`config.mk`:
```
export PLATFORM = sky130hd
export DESIGN_NAME = mdu_iterative_flat
export DESIGN_NICKNAME = d
export VERILOG_FILES = /design/src/rtl/mdu_iterative_if.sv /design/src/rtl/mdu_iterative.sv /design/src/flat_wrapper.sv
export SDC_FILE = /design/constraint.sdc
export NUM_CORES = 1
export LEC_CHECK = 0
export ABC_AREA = 1
export CORE_ASPECT_RATIO = 1.5
export CORE_UTILIZATION = 66
export CTS_CLUSTER_SIZE = 16
export DETAILED_ROUTE_END_ITERATION = 10
export PLACE_DENSITY = 0.85
export SLEW_MARGIN = 20
export SYNTH_ARGS = -nofsm -noshare
export SYNTH_HDL_FRONTEND = slang
export SYNTH_SLANG_ARGS = --single-unit
```
`constraint.sdc`:
```
create_clock -name clk -period 3.37 [get_ports clk]
set_input_delay 1.011 -clock clk [delete_from_list [all_inputs] [get_ports clk]]
set_output_delay 1.011 -clock clk [all_outputs]
set_load 0.1 [all_outputs]
```
`src/rtl/mdu_iterative_if.sv`:
```
// Issue/result bundle between the execute stage and the iterative multiply/divide unit.
// The pipeline drives the master side; the MDU implements the slave side.
interface mdu_iterative_if #(
    parameter int WIDTH = 32
);
    logic [WIDTH-1:0] src_a;
    logic [WIDTH-1:0] src_b;
    logic             start;
    logic [2:0]       op;
    logic [WIDTH-1:0] hi;
    logic [WIDTH-1:0] lo;
    logic             busy;
    logic             done;

    modport master (
        output src_a, src_b, start, op,
        input  hi, lo, busy, done
    );

    modport slave (
        input  src_a, src_b, start, op,
        output hi, lo, busy, done
    );
endinterface

```
`src/rtl/mdu_iterative.sv`:
```
// Iterative MDU: radix-2 shift-add multiplier, restoring divider, and the HI/LO registers.
// The MDU_MADD_EN macro adds MADD/MSUB accumulation into HI/LO.
module mdu_iterative #(
    parameter int WIDTH = 32,
    parameter int CNT_W = $clog2(WIDTH + 1)
) (
    input  logic           clk,
    input  logic           reset,
    mdu_iterative_if.slave bus
);

    localparam logic [2:0] OP_MULT  = 3'd0;
    localparam logic [2:0] OP_MULTU = 3'd1;
    localparam logic [2:0] OP_DIV   = 3'd2;
    localparam logic [2:0] OP_DIVU  = 3'd3;
    localparam logic [2:0] OP_MTHI  = 3'd4;
    localparam logic [2:0] OP_MTLO  = 3'd5;
`ifdef MDU_MADD_EN
    localparam logic [2:0] OP_MADD  = 3'd6;
    localparam logic [2:0] OP_MSUB  = 3'd7;
`endif

    typedef enum logic [1:0] {
        IDLE,
        CALC,
        FINISH
    } state_e;

    state_e             state_q, state_d;
    logic [CNT_W-1:0]   cnt_q, cnt_d;
    logic [2:0]         op_q, op_d;
    logic               neg_res_q, neg_res_d;
    logic               neg_rem_q, neg_rem_d;
    logic               div_zero_q, div_zero_d;
    logic [WIDTH-1:0]   a_raw_q, a_raw_d;
    logic [WIDTH-1:0]   opnd_q, opnd_d;
    logic [2*WIDTH-1:0] acc_q, acc_d;
    logic [WIDTH-1:0]   hi_q, hi_d;
    logic [WIDTH-1:0]   lo_q, lo_d;
    logic               done_q, done_d;

    // Operand conditioning at issue time: sign flags and magnitudes.
    logic               signed_start;
    logic               a_neg, b_neg;
    logic [WIDTH-1:0]   mag_a, mag_b;

    assign signed_start = (bus.op == OP_MULT) || (bus.op == OP_DIV)
`ifdef MDU_MADD_EN
                          || (bus.op == OP_MADD) || (bus.op == OP_MSUB)
`endif
                          ;
    assign a_neg = signed_start & bus.src_a[WIDTH-1];
    assign b_neg = signed_start & bus.src_b[WIDTH-1];
    assign mag_a = a_neg ? (~bus.src_a + 1'b1) : bus.src_a;
    assign mag_b = b_neg ? (~bus.src_b + 1'b1) : bus.src_b;

    // Multiply step: acc holds {partial product, remaining multiplier bits}.
    logic [WIDTH:0]     mul_sum;
    logic [2*WIDTH-1:0] mul_next;

    assign mul_sum  = {1'b0, acc_q[2*WIDTH-1:WIDTH]} + {1'b0, opnd_q};
    assign mul_next = acc_q[0] ? {mul_sum, acc_q[WIDTH-1:1]}
                               : {1'b0, acc_q[2*WIDTH-1:1]};

    // Divide step: acc holds {remainder, dividend bits / quotient bits}.
    logic [WIDTH:0]     rem_sh;
    logic [WIDTH-1:0]   trial;
    logic               fits;
    logic [2*WIDTH-1:0] div_next;

    assign rem_sh   = acc_q[2*WIDTH-1:WIDTH-1];
    assign fits     = rem_sh >= {1'b0, opnd_q};
    assign trial    = rem_sh[WIDTH-1:0] - opnd_q;
    assign div_next = fits ? {trial, acc_q[WIDTH-2:0], 1'b1}
                           : {rem_sh[WIDTH-1:0], acc_q[WIDTH-2:0], 1'b0};

    logic               is_div;
    logic [2*WIDTH-1:0] prod;
    logic [WIDTH-1:0]   quot_f, rem_f;

    assign is_div = (op_q == OP_DIV) || (op_q == OP_DIVU);
    assign prod   = neg_res_q ? (~acc_q + 1'b1) : acc_q;
    assign quot_f = neg_res_q ? (~acc_q[WIDTH-1:0] + 1'b1) : acc_q[WIDTH-1:0];
    assign rem_f  = neg_rem_q ? (~acc_q[2*WIDTH-1:WIDTH] + 1'b1) : acc_q[2*WIDTH-1:WIDTH];

    always_ff @(posedge clk) begin
        if (reset) begin
            state_q    <= IDLE;
            cnt_q      <= '0;
            op_q       <= '0;
            neg_res_q  <= 1'b0;
            neg_rem_q  <= 1'b0;
            div_zero_q <= 1'b0;
            a_raw_q    <= '0;
            opnd_q     <= '0;
            acc_q      <= '0;
            hi_q       <= '0;
            lo_q       <= '0;
            done_q     <= 1'b0;
        end else begin
            state_q    <= state_d;
            cnt_q      <= cnt_d;
            op_q       <= op_d;
            neg_res_q  <= neg_res_d;
            neg_rem_q  <= neg_rem_d;
            div_zero_q <= div_zero_d;
            a_raw_q    <= a_raw_d;
            opnd_q     <= opnd_d;
            acc_q      <= acc_d;
            hi_q       <= hi_d;
            lo_q       <= lo_d;
            done_q     <= done_d;
        end
    end

    always_comb begin
        state_d    = state_q;
        cnt_d      = cnt_q;
        op_d       = op_q;
        neg_res_d  = neg_res_q;
        neg_rem_d  = neg_rem_q;
        div_zero_d = div_zero_q;
        a_raw_d    = a_raw_q;
        opnd_d     = opnd_q;
        acc_d      = acc_q;
        hi_d       = hi_q;
        lo_d       = lo_q;
        done_d     = 1'b0;

        case (state_q)
            IDLE: begin
                if (bus.start) begin
                    case (bus.op)
                        OP_MTHI: hi_d = bus.src_a;
                        OP_MTLO: lo_d = bus.src_a;
                        OP_MULT, OP_MULTU
`ifdef MDU_MADD_EN
                        , OP_MADD, OP_MSUB
`endif
                        : begin
                            op_d      = bus.op;
                            neg_res_d = a_neg ^ b_neg;
                            neg_rem_d = 1'b0;
                            opnd_d    = mag_a;
                            acc_d     = {{WIDTH{1'b0}}, mag_b};
                            cnt_d     = CNT_W'(WIDTH);
                            state_d   = CALC;
                        end
                        OP_DIV, OP_DIVU: begin
                            op_d       = bus.op;
                            neg_res_d  = a_neg ^ b_neg;
                            neg_rem_d  = a_neg;
                            div_zero_d = (bus.src_b == '0);
                            a_raw_d    = bus.src_a;
                            opnd_d     = mag_b;
                            acc_d      = {{WIDTH{1'b0}}, mag_a};
                            cnt_d      = CNT_W'(WIDTH);
                            state_d    = CALC;
                        end
                        default: ;
                    endcase
                end
            end

            CALC: begin
                acc_d = is_div ? div_next : mul_next;
                cnt_d = cnt_q - 1'b1;
                if (cnt_q == CNT_W'(1)) begin
                    state_d = FINISH;
                end
            end

            FINISH: begin
                state_d = IDLE;
                done_d  = 1'b1;
                if (is_div) begin
                    // A zero divisor bypasses sign fix-up: all-ones quotient, raw dividend as remainder.
                    if (div_zero_q) begin
                        lo_d = '1;
                        hi_d = a_raw_q;
                    end else begin
                        lo_d = quot_f;
                        hi_d = rem_f;
                    end
                end else begin
`ifdef MDU_MADD_EN
                    if (op_q == OP_MADD) begin
                        {hi_d, lo_d} = {hi_q, lo_q} + prod;
                    end else if (op_q == OP_MSUB) begin
                        {hi_d, lo_d} = {hi_q, lo_q} - prod;
                    end else begin
                        {hi_d, lo_d} = prod;
                    end
`else
                    {hi_d, lo_d} = prod;
`endif
                end
            end

            default: state_d = IDLE;
        endcase
    end

    assign bus.hi   = hi_q;
    assign bus.lo   = lo_q;
    assign bus.busy = (state_q != IDLE);
    assign bus.done = done_q;

endmodule

```
`src/flat_wrapper.sv`:
```
// flat-port wrapper written by rule: the top's interface ports become plain ports
module mdu_iterative_flat 
#(
    parameter int WIDTH = 32,
    parameter int CNT_W = $clog2(WIDTH + 1)
)
  (clk, reset, bus_src_a, bus_src_b, bus_start, bus_op, bus_hi, bus_lo, bus_busy, bus_done);
  mdu_iterative_if #(.WIDTH(WIDTH)) bus_i ();
  input  logic clk;
  input  logic reset;
  input wire logic [$bits(bus_i.src_a)-1:0] bus_src_a;
  input wire logic [$bits(bus_i.src_b)-1:0] bus_src_b;
  input wire logic [$bits(bus_i.start)-1:0] bus_start;
  input wire logic [$bits(bus_i.op)-1:0] bus_op;
  output wire logic [$bits(bus_i.hi)-1:0] bus_hi;
  output wire logic [$bits(bus_i.lo)-1:0] bus_lo;
  output wire logic [$bits(bus_i.busy)-1:0] bus_busy;
  output wire logic [$bits(bus_i.done)-1:0] bus_done;
  assign bus_i.src_a = bus_src_a;
  assign bus_i.src_b = bus_src_b;
  assign bus_i.start = bus_start;
  assign bus_i.op = bus_op;
  assign bus_hi = bus_i.hi;
  assign bus_lo = bus_i.lo;
  assign bus_busy = bus_i.busy;
  assign bus_done = bus_i.done;
  mdu_iterative #(.WIDTH(WIDTH), .CNT_W(CNT_W)) u_core (.clk(clk), .reset(reset), .bus(bus_i));
endmodule
```
==> impl_metrics.xml, run 1 <==
<?xml version="1.0" encoding="UTF-8"?>
<metrics>
  <group name="yosys">
    <metric name="post_synth_simple_gate_area" unit="%">38.96</metric>
    <metric name="synthesis.area_per_instance" unit="µm²">5.521</metric>
    <metric name="synth_unique_cells" unit="">51</metric>
    <metric name="synth_area" unit="µm²">20210</metric>
    <metric name="netlist.top_cell.by_area" unit="">dfxtp_1</metric>
    <metric name="yosys-mux-area-fraction" unit="%">0</metric>
    <metric name="synthesis.yosys.warnings" unit="">0</metric>
    <metric name="netlist.area_leader.share" unit="%">20.41</metric>
    <metric name="synth_top_family_by_area" unit="">simple AND/OR/NAND/NOR gates</metric>
    <metric name="compound_gate_portion_of_the_synthesized_area" unit="%">19.76</metric>
    <metric name="synth.ff_latch_count" unit="">206</metric>
    <metric name="gate_count_of_the_mapped_netlist" unit="">3660</metric>
    <metric name="synth_adder_area_share" unit="%">4.532</metric>
    <metric name="mappedNetlistNets" unit="">3802</metric>
    <metric name="synth_xor_xnor_area_share" unit="%">3.554</metric>
    <metric name="yosysSeqAreaShare" unit="%">20.41</metric>
    <metric name="synth_top_cells_by_area" unit="">dfxtp_1, nand2_1, inv_1, o21ai_0, nor2_1</metric>
  </group>
  <group name="status">
    <metric name="stop_stage" unit="">global routing (5_1_grt)</metric>
    <metric name="run_status" unit="">aborted with a tool error</metric>
    <metric name="toolErrorMsg" unit="">[ERROR GRT-0116] Global routing finished with congestion. Check the congestion regions in the DRC Viewer.</metric>
  </group>
  <group name="floorplanning">
    <metric name="design.portCount" unit="">136</metric>
    <metric name="die_height" unit="µm">216.3</metric>
    <metric name="chipWidth" unit="µm">144.9</metric>
    <metric name="initial_core_util" unit="%">67.01</metric>
    <metric name="num_rows" unit="">78</metric>
  </group>
  <group name="global_routing">
    <metric name="pin_count_of_the_biggest_net_entering_global_routing" unit="">128</metric>
    <metric name="grt_pass1_wl" unit="µm">161300</metric>
    <metric name="grt_pass1_vias" unit="">26040</metric>
    <metric name="grt-ovfl-total" unit="">5</metric>
    <metric name="grt_usage" unit="%">68.97</metric>
  </group>
  <group name="placed_design">
    <metric name="place_congestion" unit="">1.249</metric>
    <metric name="port-buffer-count" unit="">135</metric>
    <metric name="dp.final_hpwl" unit="µm">70210</metric>
  </group>
  <group name="clock_network">
    <metric name="cts_max_level" unit="">1</metric>
    <metric name="total_number_of_clock_tree_sinks" unit="">206</metric>
    <metric name="cts.repair.resized" unit="">0</metric>
    <metric name="post_cts.repair.setup_buffers" unit="">0</metric>
    <metric name="clockRootBuffer" unit="">clkbuf_16</metric>
    <metric name="cts.path.max_buffers" unit="">3</metric>
    <metric name="post_cts_hold_buffer_count" unit="">0</metric>
    <metric name="cts_inserted_buffers" unit="">21</metric>
  </group>
</metrics>
per-stage QoR:
stage	utilization (%)	cells	area [µm²]	worst slack, ps
4_1_cts	75.29	4153	22700	386.1
3_3_place_gp	72.87	4116	21970	118.4
3_5_place_dp	72.87	4116	21970	73.41
2_1_floorplan	-	3660	20210	887.3
cells in the mapped netlist, drive strengths merged:
library cell  count
ha               70
a31oi            26
or2              18
nor2            441
fa                2
o21ai           347
and3              1
o31ai             4
xor2             78
nand3b           15
dfxtp           206
nand2          1043
nor4              1
o22ai             8
and2              5
clkinv            4
nor3             21
clkbuf          119
buf              42
a22o              1
a41oi             1
nor3b             1
o221ai            9
inv             507
nand4            44
nand3           303
a21oi           266
o21bai            8
a21o              4
a221oi            1
o21a              6
xnor2             4
o211ai           54
routing by layer:
layer  track usage (%)  GRT overflow
met2             85.35             2
met4             66.60             3
met1             72.30             0
met3             49.82             0
met5             14.97             0
cells by family after synthesis:
group           Yosys count
compound gates          735
xor+xnor                 82
fa+ha+maj                72
buf+inv                 672
flops                   206
simple gates           1893
==> run 2, diff against run 1 <==
Settings changed: CORE_ASPECT_RATIO 1.5 to not set, CORE_UTILIZATION 66 to 40, CTS_CLUSTER_SIZE 16 to not set, PLACE_DENSITY 0.85 to not set, PLACE_DENSITY_LB_ADDON set to 0.15.
==> impl_metrics.xml, run 2 <==
<?xml version="1.0" encoding="UTF-8"?>
<metrics>
  <group name="placed_design">
    <metric name="port-buffer-count" unit="">135</metric>
    <metric name="dp.final_hpwl" unit="µm">79700</metric>
    <metric name="place_congestion" unit="">1.061</metric>
    <metric name="dp_slack" unit="ps">179.1</metric>
  </group>
  <group name="clock_network">
    <metric name="total_number_of_clock_tree_sinks" unit="">206</metric>
    <metric name="cts.repair.resized" unit="">0</metric>
    <metric name="cts_inserted_buffers" unit="">27</metric>
    <metric name="cts_max_level" unit="">1</metric>
    <metric name="clkLatencyLatePin" unit="ps">570</metric>
    <metric name="post_cts_hold_buffer_count" unit="">0</metric>
    <metric name="post_cts.repair.setup_buffers" unit="">0</metric>
    <metric name="clk_pin_slew_worst_paths" unit="ps">60</metric>
    <metric name="cts_tree" unit="">yes</metric>
    <metric name="clockRootBuffer" unit="">clkbuf_16</metric>
    <metric name="cts.path.max_buffers" unit="">3</metric>
  </group>
  <group name="yosys">
    <metric name="netlist.area_leader.share" unit="%">20.41</metric>
    <metric name="synthesis.yosys.warnings" unit="">0</metric>
    <metric name="synth.ff_latch_count" unit="">206</metric>
    <metric name="synth_edf_count" unit="">0</metric>
    <metric name="yosys.cell_count.top_type" unit="">nand2_1</metric>
    <metric name="synth_area" unit="µm²">20210</metric>
    <metric name="ys_dominant_reg_cell" unit="">dfxtp_1</metric>
    <metric name="yosysSeqAreaShare" unit="%">20.41</metric>
    <metric name="gate_count_of_the_mapped_netlist" unit="">3660</metric>
    <metric name="synth.top_cells.by_count" unit="">nand2_1, inv_1, nor2_1, o21ai_0, nand3_1</metric>
    <metric name="synthesis.area_per_instance" unit="µm²">5.521</metric>
    <metric name="ys_async_sr_fraction" unit="%">0</metric>
    <metric name="mappedNetlistNets" unit="">3802</metric>
    <metric name="synth_top_cells_by_area" unit="">dfxtp_1, nand2_1, inv_1, o21ai_0, nor2_1</metric>
    <metric name="synth_unique_cells" unit="">51</metric>
    <metric name="netlist.top_cell.by_area" unit="">dfxtp_1</metric>
  </group>
  <group name="global_routing">
    <metric name="grt_pass1_wl" unit="µm">143700</metric>
    <metric name="grt_pass1_vias" unit="">22380</metric>
    <metric name="grt_usage" unit="%">37.86</metric>
    <metric name="grt-ovfl-total" unit="">0</metric>
    <metric name="pin_count_of_the_biggest_net_entering_global_routing" unit="">128</metric>
    <metric name="antenna_found_initial" unit="">6</metric>
  </group>
  <group name="timing">
    <metric name="finalHoldWorstSlack" unit="ps">475.5</metric>
    <metric name="rsz_0062_raised_after_global_routing" unit="">no</metric>
    <metric name="worst-slew-pin-transition" unit="ps">1015</metric>
    <metric name="timing.final.max_slew_violations" unit="">0</metric>
    <metric name="timing_hold_violations_final" unit="">0</metric>
    <metric name="final.setup.tns" unit="ps">0</metric>
    <metric name="relSlewSlack" unit="%">32.34</metric>
    <metric name="finClkSkew" unit="ps">14.82</metric>
    <metric name="finalSetupViolations" unit="">0</metric>
    <metric name="fin_crit_period" unit="ps">3216</metric>
    <metric name="share_of_the_clock_period_used_by_the_worst_path_after_layout" unit="%">95.43</metric>
    <metric name="max_freq" unit="MHz">311.0</metric>
    <metric name="fin_ws" unit="ps">154.1</metric>
  </group>
  <group name="critical_path">
    <metric name="worst_setup_path_endpoint" unit="">u_core.acc_q[40]</metric>
    <metric name="r2r_slack" unit="ps">150</metric>
    <metric name="cp_slowest_stage_delay" unit="ps">620</metric>
    <metric name="worst_setup_path_startpoint" unit="">u_core.opnd_q[21]</metric>
    <metric name="worst-endpoint-arrival" unit="ps">3630</metric>
    <metric name="critical_path.reg2reg.endpoint" unit="">u_core.acc_q[40]</metric>
    <metric name="critical_path.slowest_cell" unit="">dfxtp_1</metric>
    <metric name="timing.critical_path.to_type" unit="">flip-flop</metric>
    <metric name="category_of_cells_accounting_for_the_largest_share_of_critical_path_delay" unit="">simple AND/OR/NAND/NOR gates</metric>
    <metric name="crit_buf_inv" unit="">3</metric>
    <metric name="ws_path_type" unit="">reg -&gt; reg</metric>
    <metric name="crit_required" unit="ps">3790</metric>
    <metric name="cp_cell_sequence" unit="">inv_1 -&gt; ha_1 -&gt; nand2_1 -&gt; nor2_2 -&gt; nand2_1 -&gt; nor2_2 -&gt; nand2_1 -&gt; nand2_2 -&gt; nor2_4 -&gt; nand2_4 -&gt; buf_12 -&gt; nand4_1 -&gt; buf_4 -&gt; nand3_1 -&gt; a21oi_1</metric>
    <metric name="reg2reg_depth" unit="">15</metric>
    <metric name="timing.critical_path.mode_cell" unit="">nand2_1</metric>
    <metric name="path_depth" unit="">15</metric>
    <metric name="max_fo_critical_path" unit="">18</metric>
    <metric name="crit-reg2reg-launch" unit="">u_core.opnd_q[21]</metric>
    <metric name="kind_of_start_point_of_the_critical_path" unit="">flip-flop</metric>
  </group>
  <group name="cells_and_area">
    <metric name="registers.top_by_ff_count" unit="">u_core.acc_q</metric>
    <metric name="fillerInstances" unit="">5558</metric>
    <metric name="total_area_of_multi_input_combinational_cells" unit="µm²">13540</metric>
    <metric name="layout.nets" unit="">3947</metric>
    <metric name="final_cell_mix" unit="">nand2_1, inv_1, nor2_1</metric>
    <metric name="areaGrowthSynthToFinish" unit="%">17.21</metric>
    <metric name="largest_register_ff_count" unit="">64</metric>
    <metric name="layout-drive-gt1-share" unit="%">8.556</metric>
    <metric name="post_route_core_utilization" unit="%">47.41</metric>
    <metric name="final-seq-area" unit="µm²">4126</metric>
    <metric name="layout_commonest_cell" unit="">nand2_1</metric>
  </group>
  <group name="floorplanning">
    <metric name="num_rows" unit="">82</metric>
    <metric name="die_height" unit="µm">226.8</metric>
    <metric name="chipWidth" unit="µm">226.8</metric>
    <metric name="placeableCoreArea" unit="µm²">49970</metric>
    <metric name="design.portCount" unit="">136</metric>
    <metric name="design.die.area" unit="µm²">51420</metric>
    <metric name="initial_core_util" unit="%">40.44</metric>
  </group>
  <group name="detailed_routing">
    <metric name="routed_vias" unit="">25170</metric>
    <metric name="first_iter_violations" unit="">3076</metric>
    <metric name="drt_wl_total" unit="µm">98920</metric>
    <metric name="drc" unit="">0</metric>
    <metric name="wl_per_cell" unit="µm">21.99</metric>
    <metric name="ant_nets" unit="">0</metric>
    <metric name="first_pass_iters" unit="">6</metric>
    <metric name="routed_via_density" unit="">5.595</metric>
  </group>
  <group name="pwr">
    <metric name="totalPowerFinal" unit="µW">9012</metric>
    <metric name="power_per_cell_area" unit="nW/µm²">380.5</metric>
    <metric name="vdd_drop_max" unit="mV">0.3107</metric>
    <metric name="power.leakage" unit="µW">0.01186</metric>
  </group>
  <group name="worst_hold_path">
    <metric name="min-delay-path-class" unit="">reg -&gt; reg</metric>
    <metric name="holdPathStages" unit="">2</metric>
  </group>
  <group name="status">
    <metric name="run_status" unit="">completed</metric>
  </group>
  <group name="run">
    <metric name="timing.max_cap.violations" unit="">0</metric>
  </group>
</metrics>
-- run 2: cell counts after synthesis --
No cell type changed its count.
-- run 2: through the flow --
step,cells,area [µm²]
finish,4499,23690
global route,4494,23670
CTS,4494,23670
detailed placement,4448,22810
global placement,4448,22810
floorplan,3660,20210
-- run 2: final cells by class --
class,count,share of cell area [%]
multi-input combinational,2782,57.16
sequential,206,17.42
timing repair buffer,277,10.07
inverter,511,8.108
tap,672,3.550
clock buffer,36,3.122
clock inverter,10,0.5177
antenna,5,0.05282
-- run 2: cells by family after synthesis --
logic type	count (synthesis)	share of synthesized area [%]
fa+ha+maj	72	4.532
xor+xnor	82	3.554
simple gates	1893	38.96
buf+inv	672	12.79
compound gates	735	19.76
flops	206	20.41
-- run 2: power by group --
group / internal, µW / total, µW / switching, µW
sequential: 2580 / 2760 / 185
combinational: 972 / 3350 / 2380
clock: 1690 / 2900 / 1210
total: 5240 / 9010 / 3770
-- run 2: how the worst min path moves through the flow --
stage,slack [ps],to,start
finish,480,u_core.op_q[2],u_core.op_q[2]
global placement,450,u_core.op_q[2],u_core.op_q[2]
detailed placement,470,u_core.op_q[2],u_core.op_q[2]
CTS,480,u_core.op_q[2],u_core.op_q[2]
floorplan,420,u_core.op_q[2],u_core.op_q[2]
global route,490,u_core.op_q[2],u_core.op_q[2]
-- run 2: worst reg2reg max path, delay by kind of cell, from the launching register on --
family	cells	cell delay, ps
AOI/OAI and AO/OA	1	60
buffers and inverters	3	710
and+or+nand+nor	10	1210
adders and majority gates	1	470
DFF	1	620
-- run 2: layer usage --
metal  track usage (%)  vias to the layer above  share of wire (%)
met2             54.34                     1333                 41
met1             51.70                    11530                 42
met5             1.662                        -               0.13
li1                  -                    12090                  -
met4             17.59                        4                4.9
met3             10.47                      213                 12
Power figures use the tool's default switching activity.
==> run 3, diff against run 2 <==
Settings changed: MAX_ROUTING_LAYER set to met4.
==> impl_metrics.xml, run 3 (synthesis results as in run 2) <==
<?xml version="1.0" encoding="UTF-8"?>
<metrics>
  <group name="status">
    <metric name="run_status" unit="">completed</metric>
  </group>
  <group name="timing">
    <metric name="rsz_0062_raised_after_global_routing" unit="">no</metric>
    <metric name="share_of_the_clock_period_used_by_the_worst_path_after_layout" unit="%">89.39</metric>
    <metric name="timing.final.max_slew_violations" unit="">0</metric>
    <metric name="final.setup.tns" unit="ps">0</metric>
    <metric name="relSlewSlack" unit="%">35.06</metric>
    <metric name="fin_crit_period" unit="ps">3012</metric>
    <metric name="timing_hold_violations_final" unit="">0</metric>
    <metric name="worst-slew-pin-transition" unit="ps">974.2</metric>
    <metric name="max_freq" unit="MHz">332.0</metric>
    <metric name="finClkSkew" unit="ps">19.52</metric>
    <metric name="finalSetupViolations" unit="">0</metric>
  </group>
  <group name="placed_design">
    <metric name="place_congestion" unit="">1.056</metric>
    <metric name="port-buffer-count" unit="">135</metric>
    <metric name="placedCellCount" unit="">4451</metric>
    <metric name="dp.final_hpwl" unit="µm">81810</metric>
  </group>
  <group name="critical_path">
    <metric name="timing.critical_path.mode_cell" unit="">nand2_1</metric>
    <metric name="cp_slowest_stage_delay" unit="ps">550</metric>
    <metric name="critical_path.slowest_cell" unit="">dfxtp_1</metric>
    <metric name="worst-endpoint-arrival" unit="ps">3440</metric>
    <metric name="kind_of_start_point_of_the_critical_path" unit="">flip-flop</metric>
    <metric name="max_fo_critical_path" unit="">12</metric>
    <metric name="crit_required" unit="ps">3790</metric>
    <metric name="timing.critical_path.to_type" unit="">flip-flop</metric>
    <metric name="cp_cell_sequence" unit="">inv_1 -&gt; ha_1 -&gt; nand2_1 -&gt; nor2_2 -&gt; nand2_1 -&gt; nor2_2 -&gt; nand2_1 -&gt; nand2_2 -&gt; nor2_4 -&gt; nand2_4 -&gt; buf_12 -&gt; buf_4 -&gt; nand4_1 -&gt; nand3_1 -&gt; a21oi_1</metric>
    <metric name="ws_path_type" unit="">reg -&gt; reg</metric>
  </group>
  <group name="clock_network">
    <metric name="clk_pin_slew_worst_paths" unit="ps">60</metric>
    <metric name="post_cts.repair.setup_buffers" unit="">0</metric>
    <metric name="cts.path.max_buffers" unit="">3</metric>
    <metric name="clkLatencyLatePin" unit="ps">570</metric>
    <metric name="cts.repair.resized" unit="">0</metric>
    <metric name="post_cts_hold_buffer_count" unit="">0</metric>
    <metric name="total_number_of_clock_tree_sinks" unit="">206</metric>
    <metric name="cts_inserted_buffers" unit="">26</metric>
    <metric name="cts_tree" unit="">yes</metric>
    <metric name="cts_max_level" unit="">1</metric>
    <metric name="clockRootBuffer" unit="">clkbuf_16</metric>
  </group>
  <group name="global_routing">
    <metric name="grt_pass1_vias" unit="">22240</metric>
    <metric name="grt_pass1_wl" unit="µm">145400</metric>
    <metric name="antenna_found_initial" unit="">3</metric>
    <metric name="grt_usage" unit="%">39.70</metric>
    <metric name="pin_count_of_the_biggest_net_entering_global_routing" unit="">124</metric>
    <metric name="grt-ovfl-total" unit="">0</metric>
  </group>
  <group name="pwr">
    <metric name="power_per_cell_area" unit="nW/µm²">384.2</metric>
    <metric name="vdd_drop_max" unit="mV">0.3831</metric>
    <metric name="power.leakage" unit="µW">0.01192</metric>
  </group>
  <group name="cells_and_area">
    <metric name="final_cell_mix" unit="">nand2_1, inv_1, nor2_1</metric>
    <metric name="layout-drive-gt1-share" unit="%">8.654</metric>
    <metric name="layout_commonest_cell" unit="">nand2_1</metric>
    <metric name="finish.cell_count_without_fillers" unit="">4501</metric>
    <metric name="layout.nets" unit="">3949</metric>
    <metric name="largest_register_ff_count" unit="">64</metric>
    <metric name="registers.top_by_ff_count" unit="">u_core.acc_q</metric>
    <metric name="areaGrowthSynthToFinish" unit="%">17.73</metric>
  </group>
  <group name="detailed_routing">
    <metric name="ant_nets" unit="">0</metric>
    <metric name="routed-wl-met3" unit="µm">11520</metric>
    <metric name="highest_layer" unit="">met4</metric>
    <metric name="met2_wirelength" unit="µm">41860</metric>
    <metric name="drt_wl_total" unit="µm">101100</metric>
    <metric name="met1Wirelength" unit="µm">43910</metric>
    <metric name="routed_via_density" unit="">5.573</metric>
    <metric name="routed_vias" unit="">25090</metric>
    <metric name="first_iter_violations" unit="">3176</metric>
    <metric name="wl_per_cell" unit="µm">22.46</metric>
    <metric name="first_pass_iters" unit="">9</metric>
    <metric name="drc" unit="">0</metric>
  </group>
  <group name="floorplanning">
    <metric name="design.die.area" unit="µm²">51420</metric>
    <metric name="die_height" unit="µm">226.8</metric>
    <metric name="initial_core_util" unit="%">40.44</metric>
    <metric name="num_rows" unit="">82</metric>
    <metric name="chipWidth" unit="µm">226.8</metric>
    <metric name="placeableCoreArea" unit="µm²">49970</metric>
    <metric name="design.portCount" unit="">136</metric>
  </group>
  <group name="worst_hold_path">
    <metric name="min-delay-path-class" unit="">reg -&gt; reg</metric>
  </group>
  <group name="run">
    <metric name="timing.max_cap.violations" unit="">0</metric>
  </group>
</metrics>
run 3: cell count changes in the layout (fill, tap and decap cells not counted), sizes merged:
cell,before,now
buf,209,212
bufinv,2,3
clkinvlp,3,2
diode,5,4
run 3: per-stage QoR:
stage,area (µm²),hold slack [ps],total power (µW),setup slack (ps),utilization [%]
global placement,22880,453.9,6091,87.63,45.80
CTS,23780,462.4,9044,495.1,47.60
finish,23790,466.8,9141,357.7,47.62
detailed placement,22880,454.1,6085,114.7,45.80
floorplan,20210,420.1,4812,887.3,-
global route,23790,485.1,9485,299.2,47.62
run 3: final cells by class:
type	count	area, µm²
antenna	4	10.01
clock buffer	36	738.2
clock inverter	10	158.9
fill	5599	26170
inverter	511	1921
multi-input combinational	2782	13540
sequential	206	4126
tap	672	840.8
timing repair buffer	280	2457
run 3: routing by layer:
layer | up-vias | GRT usage [%]
met5 | - | -
met4 | 0 | 13.73
met3 | 178 | 9.252
met2 | 1295 | 56.49
met1 | 11530 | 54.29
li1 | 12080 | -
run 3: critical path: cells and delay by family, from the launching register on:
family                     cells  cell delay (ps)
and+or+nand+nor               10             1310
DFF                            1              550
AOI/OAI and AO/OA              1               70
buffers and inverters          3              470
adders and majority gates      1              450
run 3: path summary, 6_finish.rpt:
check / from / to / slack [ps] / depth (start not counted)
max: u_core.opnd_q[21] / u_core.acc_q[41] / 360 / 15
min: u_core.op_q[2] / u_core.op_q[2] / 470 / 2
max reg2reg: u_core.opnd_q[21] / u_core.acc_q[41] / 360 / 15
min reg2reg: u_core.op_q[2] / u_core.op_q[2] / 470 / 2
run 3: report_power, final:
part / internal, µW / leakage, µW / switching, µW
sequential: 2580 / 0.00168 / 176
combinational: 990 / 0.00981 / 2410
clock: 1770 / 0.000431 / 1220
